`config.mk`:
```
export PLATFORM = sky130hd
export DESIGN_NAME = utap_sched
export DESIGN_NICKNAME = d
export VERILOG_FILES = /design/src/rtl/utap_pkg.sv /design/src/rtl/utap_rr_arb.sv /design/src/rtl/utap_sched.sv
export SDC_FILE = /design/constraint.sdc
export NUM_CORES = 1
export LEC_CHECK = 0
export CORE_ASPECT_RATIO = 0.7
export CORE_MARGIN = 8
export CORE_UTILIZATION = 46
export CTS_BUF_LIST = sky130_fd_sc_hd__clkbuf_8
export DETAILED_ROUTE_END_ITERATION = 7
export HOLD_SLACK_MARGIN = 0.08
export PLACE_DENSITY = 0.84
export SYNTH_ARGS = -nofsm -noshare
export SYNTH_HDL_FRONTEND = slang
export SYNTH_SLANG_ARGS = --single-unit
```
`constraint.sdc`:
```
create_clock -name clk -period 1.8 [get_ports clk]
set_input_delay 0.36 -clock clk [delete_from_list [all_inputs] [get_ports clk]]
set_output_delay 0.36 -clock clk [all_outputs]
set_load 0.02 [all_outputs]
```
`src/rtl/utap_pkg.sv`:
```
// Shared constants and state type for the debug-tap frame scheduler.
package utap_pkg;

    localparam logic [2:0] UTAP_NONE = 3'h0;
    localparam logic [2:0] UTAP_PC   = 3'h1;

    localparam int UTAP_FRAME_W_DEF = 16;

    typedef enum logic [1:0] {
        IDLE,
        SELECT,
        SHIFT,
        DONE
    } utap_state_e;

endpackage

```
`src/rtl/utap_rr_arb.sv`:
```
// Requester arbiter: one-hot grant from a request vector. Round-robin when
// UTAP_SCHED_RR_EN is defined, fixed lowest-index priority otherwise.
module utap_rr_arb #(
    parameter int N_REQ = 2
) (
    input  logic             clk,
    input  logic             rst_n,
    input  logic [N_REQ-1:0] req,
    input  logic             advance,
    output logic [N_REQ-1:0] grant
);

`ifdef UTAP_SCHED_RR_EN
    logic [1:0] ptr_q;
    logic [1:0] ptr_d;
    logic       found;
    int         win;

    // The pointer holds the first index to search, so a winner moves to the back.
    always_comb begin
        grant = '0;
        found = 1'b0;
        win   = 0;
        for (int k = 0; k < N_REQ; k++) begin
            for (int i = 0; i < N_REQ; i++) begin
                if (!found && req[i] && ((int'(ptr_q) + k) % N_REQ == i)) begin
                    grant[i] = 1'b1;
                    win      = i;
                    found    = 1'b1;
                end
            end
        end
        ptr_d = ptr_q;
        if (advance && found) begin
            ptr_d = (win == N_REQ - 1) ? 2'd0 : 2'(win + 1);
        end
    end

    always_ff @(posedge clk or negedge rst_n) begin
        if (!rst_n) begin
            ptr_q <= 2'd0;
        end else begin
            ptr_q <= ptr_d;
        end
    end
`else
    logic unused_arb;
    logic found;

    assign unused_arb = clk ^ rst_n ^ advance;

    always_comb begin
        grant = '0;
        found = 1'b0;
        for (int i = 0; i < N_REQ; i++) begin
            if (!found && req[i]) begin
                grant[i] = 1'b1;
                found    = 1'b1;
            end
        end
    end
`endif

endmodule

```
`src/rtl/utap_sched.sv`:
```
// Debug-tap frame scheduler: grants one requester, selects its tap domain,
// shifts one frame MSB-first and returns the captured frame (UTAP_SCHED_RR_EN).
module utap_sched
    import utap_pkg::*;
#(
    parameter int N_REQ   = 2,
    parameter int FRAME_W = UTAP_FRAME_W_DEF
) (
    input  logic                     clk,
    input  logic                     rst_n,
    input  logic [N_REQ-1:0]         req_valid,
    input  logic [3*N_REQ-1:0]       req_sel,
    input  logic [FRAME_W*N_REQ-1:0] req_data,
    output logic [N_REQ-1:0]         req_ready,
    output logic                     rsp_valid,
    output logic [1:0]               rsp_id,
    output logic [FRAME_W-1:0]       rsp_data,
    output logic                     rsp_err,
    output logic [2:0]               tap_sel,
    output logic                     tap_si,
    input  logic                     tap_so,
    output logic                     busy
);

    localparam int CNT_W = $clog2(FRAME_W + 1);

    utap_state_e        state_q, state_d;
    logic [2:0]         sel_q, sel_d;
    logic [FRAME_W-1:0] tx_q, tx_d;
    logic [FRAME_W-1:0] rx_q, rx_d;
    logic [1:0]         idx_q, idx_d;
    logic [CNT_W-1:0]   cnt_q, cnt_d;
    logic [1:0]         rsp_id_q, rsp_id_d;
    logic [FRAME_W-1:0] rsp_data_q, rsp_data_d;
    logic               rsp_err_q, rsp_err_d;

    logic [N_REQ-1:0]   grant;
    logic               advance;
    logic [1:0]         g_idx;
    logic [2:0]         g_sel;
    logic [FRAME_W-1:0] g_data;

    utap_rr_arb #(
        .N_REQ(N_REQ)
    ) u_arb (
        .clk     (clk),
        .rst_n   (rst_n),
        .req     (req_valid),
        .advance (advance),
        .grant   (grant)
    );

    always_comb begin
        g_idx  = 2'd0;
        g_sel  = UTAP_NONE;
        g_data = '0;
        for (int i = 0; i < N_REQ; i++) begin
            if (grant[i]) begin
                g_idx  = 2'(i);
                g_sel  = req_sel[3*i +: 3];
                g_data = req_data[FRAME_W*i +: FRAME_W];
            end
        end
    end

    // Response fields are loaded only on entry to DONE so they hold between frames.
    always_comb begin
        state_d    = state_q;
        sel_d      = sel_q;
        tx_d       = tx_q;
        rx_d       = rx_q;
        idx_d      = idx_q;
        cnt_d      = cnt_q;
        rsp_id_d   = rsp_id_q;
        rsp_data_d = rsp_data_q;
        rsp_err_d  = rsp_err_q;
        req_ready  = '0;
        advance    = 1'b0;
        rsp_valid  = 1'b0;
        tap_sel    = UTAP_NONE;
        tap_si     = 1'b0;

        case (state_q)
            IDLE: begin
                if (rst_n && (|req_valid)) begin
                    req_ready = grant;
                    advance   = 1'b1;
                    sel_d     = g_sel;
                    tx_d      = g_data;
                    rx_d      = '0;
                    idx_d     = g_idx;
                    cnt_d     = '0;
                    if (g_sel == UTAP_NONE) begin
                        state_d    = DONE;
                        rsp_id_d   = g_idx;
                        rsp_data_d = '0;
                        rsp_err_d  = 1'b1;
                    end else begin
                        state_d = SELECT;
                    end
                end
            end
            SELECT: begin
                tap_sel = sel_q;
                state_d = SHIFT;
            end
            SHIFT: begin
                tap_sel = sel_q;
                tap_si  = tx_q[FRAME_W-1];
                tx_d    = tx_q << 1;
                rx_d    = {rx_q[FRAME_W-2:0], tap_so};
                cnt_d   = cnt_q + CNT_W'(1);
                if (cnt_q == CNT_W'(FRAME_W - 1)) begin
                    state_d    = DONE;
                    cnt_d      = '0;
                    rsp_id_d   = idx_q;
                    rsp_data_d = rx_d;
                    rsp_err_d  = 1'b0;
                end
            end
            DONE: begin
                rsp_valid = 1'b1;
                state_d   = IDLE;
            end
            default: state_d = IDLE;
        endcase
    end

    always_ff @(posedge clk or negedge rst_n) begin
        if (!rst_n) begin
            state_q    <= IDLE;
            sel_q      <= UTAP_NONE;
            tx_q       <= '0;
            rx_q       <= '0;
            idx_q      <= 2'd0;
            cnt_q      <= '0;
            rsp_id_q   <= 2'd0;
            rsp_data_q <= '0;
            rsp_err_q  <= 1'b0;
        end else begin
            state_q    <= state_d;
            sel_q      <= sel_d;
            tx_q       <= tx_d;
            rx_q       <= rx_d;
            idx_q      <= idx_d;
            cnt_q      <= cnt_d;
            rsp_id_q   <= rsp_id_d;
            rsp_data_q <= rsp_data_d;
            rsp_err_q  <= rsp_err_d;
        end
    end

    assign busy     = (state_q != IDLE);
    assign rsp_id   = rsp_id_q;
    assign rsp_data = rsp_data_q;
    assign rsp_err  = rsp_err_q;

endmodule

```
; Word-level counts from Yosys, hierarchy flattened
; Cells that the tools add are included.
[classes]
addsub = 1
n_mul = 0
div = 0
n_lt_le_gt_ge = 0
eq_ne = 7
n_shift = 0
n_mux = 35
bitwise = 0
reduce_logical = 13
[ops]
columns = cell, n
row1 = 16-bit two-way mux, 6
row2 = 16-bit one-hot mux with 2 select lines, 2
row3 = 15-bit one-hot mux with 2 select lines, 1
row4 = 2-bit two-way mux, 8
row5 = 15-bit two-way mux, 1
row6 = 5-bit two-way mux, 2
row7 = 5-bit one-hot mux with 2 select lines, 1
row8 = 3-bit two-way mux, 3
row9 = 1-bit two-way mux, 8
row10 = 2-bit one-hot mux with 4 select lines, 1
row11 = 2-bit inequality test (second input constant), 3
row12 = 2-bit AND reduction, 3
row13 = 5-bit by 1-bit adder with 5-bit output (second input constant), 1
row14 = 5-bit by 4-bit == test with 1-bit output (second input constant), 1
row15 = 2-bit == test (second input constant), 2
row16 = 2-bit one-hot mux with 2 select lines, 1
row17 = 4-bit AND reduction, 1
row18 = 2-bit nonzero test, 2
row19 = 2-bit OR reduction, 2
row20 = 3-bit logical NOT, 1
row21 = 2-bit by 1-bit == test with 1-bit output (second input constant), 1
row22 = 1-bit logical AND, 2
row23 = 2-bit logical NOT, 1
row24 = 1-bit one-hot mux with 2 select lines, 1
row25 = 1-bit logical NOT, 1
[word_totals]
regBits = 62
latchBits = 0
ram_bits = 0
mem_bits_ro = 0
input_bits = 43
out_inout_bits = 27
n_memories = 0

; Depth between registers and ports, before layout
; Gate-level depths: netlist of the first run.
[logic_depth]
word_depth = 9
mapped_depth = 11

; Cells and area by module
; From an unflattened synthesis of the first run, not the netlist that was laid out.
[unflattened]
cells_unflattened = 260
hier_area_um2 = 2768.9
[modules_own_cells]
columns = module, instances, cells_each, area_per_inst_um2, seq_area_each_um2
row1 = utap_sched, 1, 258, 2747.6, 1501.4
row2 = utap_rr_arb, 1, 2, 21.3, 0.0

; Worst setup path before layout of the first run
; OpenSTA, ideal clock, no wires.
[synth_path]
path_kind = reg2reg
from = register state_q[0]
to = register rsp_id_q[0] (netlist: rsp_id[0])
arrival_ns = 1.835
required_time_ns = 1.675
path_slack_ns = -0.160
path_stages_with_launch = 8
cell_sequence = dfrtp_1 -> inv_1 -> ha_1 -> buf_4 -> o211ai_1 -> or3_4 -> a31oi_4 -> mux2_4
[synth_via]
elab_chain_cells = 3
word_cells_on_any_way = 8
cone_classes = eq/ne (4) / mux (1) / reduce/logical (3)
[synth_rtl]
columns = item, line
row1 = from (decl), utap_sched.sv:27  ; utap_state_e state_q, state_d;
row2 = from (signal assigned), utap_sched.sv:141  ; state_q <= state_d;
row3 = 2-bit == test or 2-bit logical NOT (tied branches), utap_sched.sv:83  ; case (state_q)
row4 = 2-bit inequality test (no line) or 2-bit nonzero test (tied branches), -
row5 = 4-bit AND reduction (no line), -
row6 = to (signal assigned), utap_sched.sv:147  ; rsp_id_q <= rsp_id_d;
row7 = to (decl), utap_sched.sv:33  ; logic [1:0] rsp_id_q, rsp_id_d;
; Parallel ways exist; a longest one is shown, timed or not.
; A chain may end at the register's enable or synchronous reset.

; Worst setup path after layout of the first run
[layout_path]
from = register state_q[0]
to = register rsp_data_q[2] (netlist: rsp_data[2])
[layout_via]
elab_chain_cells = 3
word_cells_on_any_way = 8
cone_classes = eq/ne (4) / mux (1) / reduce/logical (3)
[layout_rtl]
columns = item, line
row1 = 2-bit == test or 2-bit logical NOT (tied branches), utap_sched.sv:83
row2 = 2-bit inequality test (no line) or 2-bit nonzero test (tied branches), -
row3 = 4-bit AND reduction (no line), -
row4 = to (signal assigned), utap_sched.sv:148  ; rsp_data_q <= rsp_data_d;
row5 = to (decl), utap_sched.sv:34  ; logic [FRAME_W-1:0] rsp_data_q, rsp_data_d;
; Parallel ways exist; a longest one is shown, timed or not.

==> results of run 1 <==
==> power groups by stage <==
| stage | logic, W | registers [W] | clock network (W) |
|---|---|---|---|
| 5_1_grt | 0.00327 | 0.00191 | 0.00149 |
| 6_report | 0.00301 | 0.00187 | 0.00140 |
| 3_5_place_dp | 0.00277 | 0.00188 | 0 |
| 4_1_cts | 0.00286 | 0.00187 | 0.00142 |
| 3_3_place_gp | 0.00270 | 0.00187 | 0 |
| 2_1_floorplan | 0.00175 | 0.00191 | 0 |
==> critical path, cell delays in order, from the launching register on <==
cell	delay [ns]
dfrtp_1	0.39
inv_2	0.08
ha_4	0.15
o211ai_1	0.13
or3_4	0.40
a31oi_4	0.19
buf_12	0.20
mux2i_1	0.23
==> through the flow <==
step | cell area (um2) | worst slack (ns) | utilization (%) | cells
global placement | 3750 | -0.425 | 61.2 | 438
CTS | 4020 | -0.0656 | 65.5 | 456
detailed placement | 3750 | -0.482 | 61.2 | 438
floorplan | 2880 | -0.158 | - | 290
finish | 4080 | -0.0692 | 66.6 | 458
global route | 4080 | -0.144 | 66.6 | 458
==> synth_stat cells (all sizes together) <==
| cell type | count | area (um2) |
|---|---|---|
| nand2b | 5 | 31.3 |
| o21a | 1 | 7.51 |
| a21oi | 3 | 15.0 |
| buf | 12 | 88.8 |
| and2 | 5 | 31.3 |
| a221oi | 15 | 131 |
| nand2 | 53 | 199 |
| a31oi | 1 | 21.3 |
| mux2i | 17 | 170 |
| a22o | 2 | 17.5 |
| o31ai | 16 | 120 |
| conb | 1 | 3.75 |
| o31a | 1 | 8.76 |
| ha | 4 | 50.1 |
| o211ai | 2 | 15.0 |
| clkbuf | 11 | 41.3 |
| a2bb2oi | 1 | 8.76 |
| nor3b | 1 | 7.51 |
| inv | 20 | 75.1 |
| nand3 | 4 | 20.0 |
| a21o | 2 | 15.0 |
| nor2b | 3 | 18.8 |
| a22oi | 4 | 30.0 |
| nor2 | 16 | 60.1 |
| dfrtp | 60 | 1500 |
| mux2 | 2 | 26.3 |
| o21ai | 23 | 115 |
| and3 | 1 | 6.26 |
| or3 | 2 | 17.5 |
| nor4b | 1 | 15.0 |
| o22a | 1 | 8.76 |
==> layer usage <==
metal	vias to the layer above	track usage, %	wire length, um	share of wire (%)
met1	1141	18.0	3170	44
met4	0	4.43	82	1.1
met2	69	26.5	3520	49
li1	1174	-	-	-
met5	-	0	0	0
met3	11	6.71	433	6.0
==> area by class of cell <==
class	instances	area share, %
inverters	20	1.84
clock buffers	12	4.05
well taps	78	2.39
multi-input cells	187	30.8
clock inverters	3	1.69
flip-flops and latches	60	36.8
repair buffers	98	22.5
==> flip-flops by register name (all words and copies together), names as in the netlist <==
signal,cells
idx_q,1
tx_q,16
sel_q,3
rsp_err,1
cnt_q,5
rsp_data,16
state_q,2
rsp_id,1
rx_q,15
==> logic make-up (layout without fill, tap and decap cells) <==
kind of cell | after synthesis | count (layout) | share of synthesized area (%)
AO/OA/AOI/OAI | 72 | 72 | 17.9
adder cells (fa/ha/maj) | 4 | 4 | 1.74
buffers and inverters | 43 | 133 | 7.13
flip-flops | 60 | 60 | 52.2
multiplexers | 19 | 19 | 6.83
other | 1 | 1 | 0.130
AND/OR/NAND/NOR | 91 | 91 | 14.1
==> final timing paths <==
kind,startpoint,end,depth (start not counted)
min in group clk,tx_q[9],tx_q[9],2
max in group asynchronous,rst_n,sel_q[2],2
worst max-delay path,state_q[0],rsp_data[2],7
worst max register to register,state_q[0],rsp_data[2],7
worst min-delay path,rst_n,rsp_data[1],2
worst min register to register,tx_q[9],tx_q[9],2
==> repair_timing <==
action | 4_1_cts | 5_1_grt
endpoints found under the hold margin | 2 | 0
hold buffers | 1 | 0
gates resized for setup | 40 | 10
pin swaps | 1 | 1
setup buffers | 2 | 2
setup endpoints to repair | 43 | 27
==> run metrics, run 1 <==
Post-Syn Instances 290; kind of critical path register to register; status complete, but fails checks; Critical Path RT 2.06 ns; sequential area share after synthesis 52.2%; clk buf depth 2; Die ar. 9080 um2; Setup WS post-layout -0.0692 ns; Vias per Instance 5.23; I/O Buffers 68; crit path time final 1.87 ns; fillers 476; commonest non-fill, non-tap cell in the layout dfrtp_1; die extent in y 82.2 um; Max Clock Freq 535 MHz; clock-pin slew on the worst setup and hold paths 0.07 ns; total grt overflow 0; Skew-Pair Late Insertion Delay 0.34 ns; Die Width 111 um; Final Max Slew Viols 0; P_sw 0.00232 W; Worst Setup End Kind register; Design Power 0.00628 W; CTS H-Tree Depth 3; num rows 24; final wirelength 7210 um; Syn Nets 337; share of cells above drive strength 1 18.9%; mapped cell area 2880 um2; Combinational Power Share 47.9%; Final Wtd Congestion 0.775; vias in the first global route 2,372; Post-route DRC 0; r2r setup slk -0.07 ns; violated checks negative setup slack; Final HPWL DP 5050 um; RSZ-0062 raised after global routing yes; #FFs+latches synth 60; syn avg cell area 9.92 um2; maximum VDD drop 0.705 mV; area of the multi-input gates 1250 um2; total negative slack -0.484 ns; WL/cell 15.7 um; Nets 423; initial antenna violation count 0; Worst Tran Pin Value 0.699 ns; via count 2,395; worst hold slack 0.229 ns; area delta synth->final 41.7%; Worst EP arrival 2.13 ns; largest net degree at the start of global routing 59; clock tree from TritonCTS yes; synth unique cells 38; Reg power frac 29.8%; Core ar. 6130 um2; internal power 0.00396 W; Initial Utilization 47.0%; commonest non-fill, non-tap cells in the layout dfrtp_1, clkdlybuf4s50_1, nand2_1; Post-DRT Antenna Nets 0; io pins 70; First-pass DRT Iterations 4; final-report hold violation count 0; FF+latch area 1500 um2; Net Sw Frac 36.9%; number of max-cap violations 0; CP max FO 16; relative max-transition margin 53.4%; clock network power share 22.3%; Hold Crit Class input pin to asynchronous set/reset pin; Synthesis Warnings 0; power density over the cells 1540 nW/um2; fin crit share 104%; total track usage 15.6%; # diodes 0; CP Launch Type register; clock sinks 60; initial DRC count 129; CTS Buf Count 9; setup violators final 16; root buf cell clkbuf_8; leakage power 1.78 nW; first-pass GRT wire length 11,500 um; Final Skew 0.00850 ns
Power figures use the tool's default switching activity.
==> run 2, diff against run 1 <==
--- a/config.mk
+++ b/config.mk
@@ -11,7 +11,7 @@
 export CTS_BUF_LIST = sky130_fd_sc_hd__clkbuf_8
 export DETAILED_ROUTE_END_ITERATION = 7
 export HOLD_SLACK_MARGIN = 0.08
-export PLACE_DENSITY = 0.84
+export PLACE_DENSITY = 0.78
 export SYNTH_ARGS = -nofsm -noshare
 export SYNTH_HDL_FRONTEND = slang
 export SYNTH_SLANG_ARGS = --single-unit
==> run metrics, run 2 (synthesis results as in run 1) <==
final-report hold violation count 0 (unchanged); Die Width 111 um (unchanged); Post-route DRC 0 (unchanged); Hold Crit Class input pin to asynchronous set/reset pin; share of cells above drive strength 1 19.7% (+0.79 points); Top delay family on crit path flip-flops; fin crit share 108% (+3.8 points); RSZ-0062 raised after global routing yes; slowest stage cell on the critical path dfrtp_1; Post-DRT Antenna Nets 0 (unchanged); crit path time final 1.94 ns (+0.0680 ns); violated checks negative setup slack; Reg power frac 29.8% (about the same); First-pass DRT Iterations 4 (unchanged); Skew-Pair Late Insertion Delay 0.34 ns (about the same); power density over the cells 1540 nW/um2 (about the same); via count 2,356 (-1.6%); clock network power share 21.6% (-0.7 points); largest net degree at the start of global routing 61 (+3.4%); kind of critical path register to register; Crit path top cell by count buf_6; Die ar. 9080 um2 (unchanged); worst path cell trace inv_2 -> ha_4 -> buf_6 -> nor4b_4 -> nand3_2 -> a31oi_4 -> buf_6 -> mux2_4; initial DRC count 137 (+6.2%); total negative slack -0.998 ns (-0.514 ns); CTS Buf Count 9 (unchanged); area delta synth->final 41.9% (about the same); Setup WS post-layout -0.137 ns (-0.0680 ns); commonest non-fill, non-tap cells in the layout dfrtp_1, clkdlybuf4s50_1, nand2_1; internal power 0.00390 W (-1.6%); # diodes 0 (unchanged); fillers 471 (-1.1%); Core ar. 6130 um2 (unchanged); Final Max Slew Viols 0 (unchanged); worst hold slack 0.325 ns (+0.0963 ns); commonest non-fill, non-tap cell in the layout dfrtp_1; total grt overflow 0 (unchanged); leakage power 1.77 nW (-0.71%); initial antenna violation count 0 (unchanged); Buf/Inv on CP 3 (+1); relative max-transition margin 50.3% (-3.1 points); clock sinks 60 (unchanged); Worst EP arrival 2.16 ns (+0.03 ns); CP Launch Type register; P_sw 0.00239 W (+3.1%); vias in the first global route 2,404 (+1.3%); Nets 422 (-0.24%); Final Wtd Congestion 0.753 (-2.8%); setup violators final 19 (+3); first-pass GRT wire length 11,800 um (+2.3%); Final HPWL DP 5080 um (+0.74%); CP max FO 3 (-13); clk buf depth 2 (unchanged); number of max-cap violations 0 (unchanged); Worst Setup End Kind register; clock-pin slew on the worst setup and hold paths 0.07 ns (about the same); die extent in y 82.2 um (unchanged); clock tree from TritonCTS yes; status complete, but fails checks; maximum VDD drop 0.808 mV (+15%); slowest stage delay, CP 0.39 ns (about the same); I/O Buffers 68 (unchanged); root buf cell clkbuf_8; Vias per Instance 5.14 (-1.6%); io pins 70 (unchanged); total track usage 16.1% (+0.50 points); Worst Tran Pin Value 0.746 ns (+0.0470 ns); CTS H-Tree Depth 3 (unchanged); Initial Utilization 47.0% (unchanged); Net Sw Frac 38.0% (+1.1 points); WL/cell 15.7 um (-0.19%); num rows 24 (unchanged); Combinational Power Share 48.6% (+0.7 points); Max Clock Freq 516 MHz (-3.5%); Final Skew 0.00542 ns (-0.00308 ns); final wirelength 7190 um (-0.19%); Critical Path RT 2.02 ns (-0.04 ns)
run 2: worst paths after layout:
kind | from | endpoint | slack, ns | cells past startpoint
worst max-delay path | state_q[0] | rsp_id[0] | -0.14 | 8
worst min-delay path | rst_n | cnt_q[4] | 0.33 | 3
worst max register to register | state_q[0] | rsp_id[0] | -0.14 | 8
worst min register to register | idx_q[0] | idx_q[0] | 0.48 | 1
max in group asynchronous | rst_n | state_q[1] | 0.98 | 3
min in group clk | req_sel[5] | sel_q[2] | 0.47 | 3
run 2: repair_timing:
item / 4_1_cts / 5_1_grt
pin swaps: 5 / 5
endpoints found under the hold margin: 0 / 0
hold buffers: 0 / 0
resized for setup: 38 / 22
endpoints found under the setup margin: 42 / 60
gates cloned: 1 / 0
buffers inserted: 5 / 3
run 2: layout make-up:
type / instances / area, um2 / share of cell area [%]
clock inverter: 7 / 101 / 2.48
sequential: 60 / 1500 / 36.8
tap: 78 / 97.6 / 2.39
inverter: 20 / 77.6 / 1.90
multi-input combinational: 187 / 1260 / 30.9
clock buffer: 9 / 124 / 3.03
timing repair buffer: 97 / 918 / 22.5
run 2: worst reg2reg max path: stages, from the launching register on:
cell     delay [ns]
dfrtp_1        0.39
inv_2          0.09
ha_4           0.17
buf_6          0.10
nor4b_4        0.23
nand3_2        0.15
a31oi_4        0.28
buf_6          0.13
mux2_4         0.29
run 2: metal layers:
metal  global-route usage, %  up-vias  wire length [um]
li1                        -     1168                 -
met4                    6.71        0                95
met2                    25.6       68              3370
met3                    5.77        8               409
met1                    19.9     1112              3320
met5                       0        -                 0
run 2: power groups by stage:
stage,clock (W),combinational (W),sequential [W]
2_1_floorplan,0,0.00175,0.00191
3_3_place_gp,0,0.00267,0.00187
3_5_place_dp,0,0.00274,0.00189
4_1_cts,0.00138,0.00296,0.00187
5_1_grt,0.00145,0.00335,0.00192
6_report,0.00136,0.00305,0.00187
run 2: through the flow:
stage | utilization, % | instances | total power, W | setup slack (ns) | instance area (um2)
floorplan | - | 290 | 0.00366 | -0.158 | 2880
global route | 66.6 | 458 | 0.00672 | -0.216 | 4080
CTS | 65.9 | 457 | 0.00621 | -0.117 | 4040
detailed placement | 60.8 | 435 | 0.00463 | -0.400 | 3720
global placement | 60.8 | 435 | 0.00455 | -0.376 | 3720
finish | 66.6 | 458 | 0.00629 | -0.137 | 4080
==> run 3, diff against run 2 <==
--- a/config.mk
+++ b/config.mk
@@ -11,7 +11,8 @@
 export CTS_BUF_LIST = sky130_fd_sc_hd__clkbuf_8
 export DETAILED_ROUTE_END_ITERATION = 7
 export HOLD_SLACK_MARGIN = 0.08
-export PLACE_DENSITY = 0.78
+export PLACE_DENSITY = 0.79
 export SYNTH_ARGS = -nofsm -noshare
 export SYNTH_HDL_FRONTEND = slang
+export SYNTH_HIERARCHICAL = 1
 export SYNTH_SLANG_ARGS = --single-unit
==> run metrics, run 3 <==
Nets 403 (-4.5%); Vias per Instance 5.73 (+11%); vias in the first global route 2,397 (-0.29%); initial antenna violation count 0 (unchanged); Final Skew 0.0119 ns (+0.00643 ns); Syn Nets 307 (-8.9%); Core Util, Final 73.7% (+7.0 points); maximum VDD drop 1.13 mV (+40%); CP max FO 3 (unchanged); slowest stage cell on the critical path dfrtp_1; Die ar. 8800 um2 (-3.1%); share of cells above drive strength 1 27.1% (+7.4 points); kind of critical path register to primary output; Hold Buf Count CTS 0 (unchanged); Max Clock Freq 553 MHz (+7.1%); Worst Setup End Kind primary output; # diodes 0 (unchanged); syn avg cell area 10.6 um2 (+7.3%); Crit path top cell by count buf_6; fillers 371 (-21%); I/O Buffers 68 (unchanged); setup violators final 2 (-17); First-pass DRT Iterations 4 (unchanged); initial DRC count 170 (+24%); CTS Buf Count 9 (unchanged); clock sinks 60 (unchanged); P_sw 0.00286 W (+20%); total track usage 17.7% (+1.5 points); leakage power 1.90 nW (+7.4%); path depth of the worst reg2reg path 6 (-2); clock network power share 17.3% (-4.3 points); internal power 0.00425 W (+9.0%); clk buf depth 2 (unchanged); WL/cell 19.4 um (+24%); origin of the critical flop-to-flop path cnt_q[0]; status complete, but fails checks; Reg power frac 28.5% (-1.3 points); Top FF cell, synth dfrtp_1; Reg-to-Reg End rsp_data[9]; placed inst area 3680 um2 (-1.1%); power density over the cells 1680 nW/um2 (+8.8%); final-report hold violation count 0 (unchanged); Setup WS post-layout -0.00865 ns (+0.129 ns); Die Width 109 um (-1.6%); Post-synth EDFFs 0 (unchanged); area delta synth->final 53.1%; commonest non-fill, non-tap cell in the layout dfrtp_1; io pins 70 (unchanged); Final Max Slew Viols 0 (unchanged); Yosys top cell by area dfrtp_1; top area cells in the synthesized netlist dfrtp_1, a22o_1, a221oi_1; post-place setup slack -0.519 ns (-0.120 ns); Combinational Power Share 54.2% (+5.6 points); Final Wtd Congestion 0.844 (+12%); fin crit share 100% (-7.1 points); relative max-transition margin 50.9% (+0.61 points); most frequent cell after synthesis dfrtp_1; RSZ-0062 raised after global routing yes; Design Power 0.00711 W (+13%); CP Launch Type register; slowest stage delay, CP 0.41 ns (+0.02 ns); mapped cell area 2770 um2 (-3.8%); number of max-cap violations 0 (unchanged); Worst EP arrival 1.45 ns (-0.71 ns); crit path time final 1.81 ns (-0.129 ns); total grt overflow 0 (unchanged); first-pass GRT wire length 12,100 um (+2.6%); Post-route DRC 0 (unchanged); clock-pin slew on the worst setup and hold paths 0.07 ns (about the same); final wirelength 8460 um (+18%); die extent in y 80.9 um (-1.5%); Final HPWL DP 4960 um (-2.4%); Post-Syn Instances 260 (-10%); root buf cell clkbuf_8; Worst Tran Pin Value 0.737 ns (-0.00914 ns); Post-DRT Antenna Nets 0 (unchanged); num rows 23 (-4.2%); #FFs+latches synth 60 (unchanged); via count 2,497 (+6.0%); Async SR Flop Fraction 100% (unchanged); area share of the largest cell type after synthesis 54.2% (+2.1 points); Net Sw Frac 40.2% (+2.2 points); final instance area 4240 um2 (+3.9%); Critical Path RT 1.44 ns (-0.58 ns); Hold Crit Class input pin to asynchronous set/reset pin; top cells by count, synth dfrtp_1, nand2_1, a22o_1; Skew-Pair Late Insertion Delay 0.35 ns (about the same); Initial Utilization 48.1% (+1.1 points); r2r setup slk 0.03 ns (+0.17 ns); Synthesis Warnings 6 (+6); sequential area share after synthesis 54.2% (+2.1 points); dpl cells 408 (-6.2%); fin cells 436 (-4.8%); clock tree from TritonCTS yes; synth unique cells 41 (+7.9%); violated checks negative setup slack; CTS H-Tree Depth 3 (unchanged); Core ar. 5760 um2 (-6.0%); largest net degree at the start of global routing 61 (unchanged); worst path cell trace buf_6 -> ha_4 -> buf_4 -> and2_4 -> buf_6; commonest non-fill, non-tap cells in the layout dfrtp_1, clkdlybuf4s50_1, nand2_1
[run 3: metrics by stage]
step	hold WS, ns	TNS, ns
final	0.298	-0.0171
after global routing	0.375	-0.837
after CTS	0.302	-1.48
after detailed placement	0.463	-17.40
after global placement	0.457	-13.16
after floorplan	0.0644	0
[run 3: cell type report]
cell class	instances	area [um2]	area share (%)
Sequential cell	60	1500	35.4
Multi-Input combinational cell	171	1330	31.4
Timing Repair Buffer	106	1080	25.6
Clock buffer	9	124	2.92
Tap cell	75	93.8	2.21
Clock inverter	7	75.1	1.77
Inverter	8	30.0	0.708
[run 3: worst max-delay path: cells and delay by family, from the launching register on]
family / cells / cell delay, ns
adders and majority gates: 1 / 0.17
and+or+nand+nor: 1 / 0.13
DFF: 1 / 0.41
buffers and inverters: 3 / 0.39
[run 3: power by group through the flow]
stage	Clock [W]	Sequential (W)	Combinational, W
floorplan	0	0.00198	0.00165
global placement	0	0.00200	0.00267
detailed placement	0	0.00202	0.00274
CTS	0.00124	0.00200	0.00309
global route	0.00132	0.00207	0.00415
finish	0.00123	0.00202	0.00385
[run 3: how the worst max path moves through the flow]
stage / from / to / cells past startpoint / slack (ns)
finish: state_q[1] / tap_si / 5 / -0.009
global route: state_q[1] / req_ready[1] / 6 / -0.08
CTS: state_q[1] / rsp_data[9] / 8 / -0.1
floorplan: state_q[0] / rsp_data[0] / 8 / 0.02
detailed placement: req_valid[0] / req_ready[1] / 5 / -0.52
global placement: req_valid[0] / req_ready[1] / 5 / -0.48
[run 3: per-layer routing]
| metal | wire length (um) | GRT usage [%] | vias up |
|---|---|---|---|
| li1 | - | - | 1150 |
| met1 | 3660 | 22.7 | 1233 |
| met2 | 3960 | 27.0 | 97 |
| met3 | 665 | 7.04 | 17 |
| met4 | 174 | 5.44 | 0 |
| met5 | 0 | 0 | - |
[run 3: timing repair]
item | CTS | global route
pin swaps | 0 | 23
gates cloned | 2 | 4
gates resized for setup | 54 | 38
hold endpoints to repair | 0 | 0
buffers inserted | 2 | 7
endpoints found under the setup margin | 55 | 55
[run 3: kinds of logic (layout without fill, tap and decap cells)]
| logic type | Yosys count | count (layout) | share of synthesized area [%] |
|---|---|---|---|
| AOI/OAI and AO/OA | 92 | 92 | 26.5 |
| and+or+nand+nor | 73 | 73 | 12.0 |
| DFF | 60 | 60 | 54.2 |
| buffers and inverters | 29 | 130 | 4.93 |
| adders and majority gates | 4 | 4 | 1.81 |
| other | 1 | 1 | 0.135 |
| muxes | 1 | 1 | 0.407 |
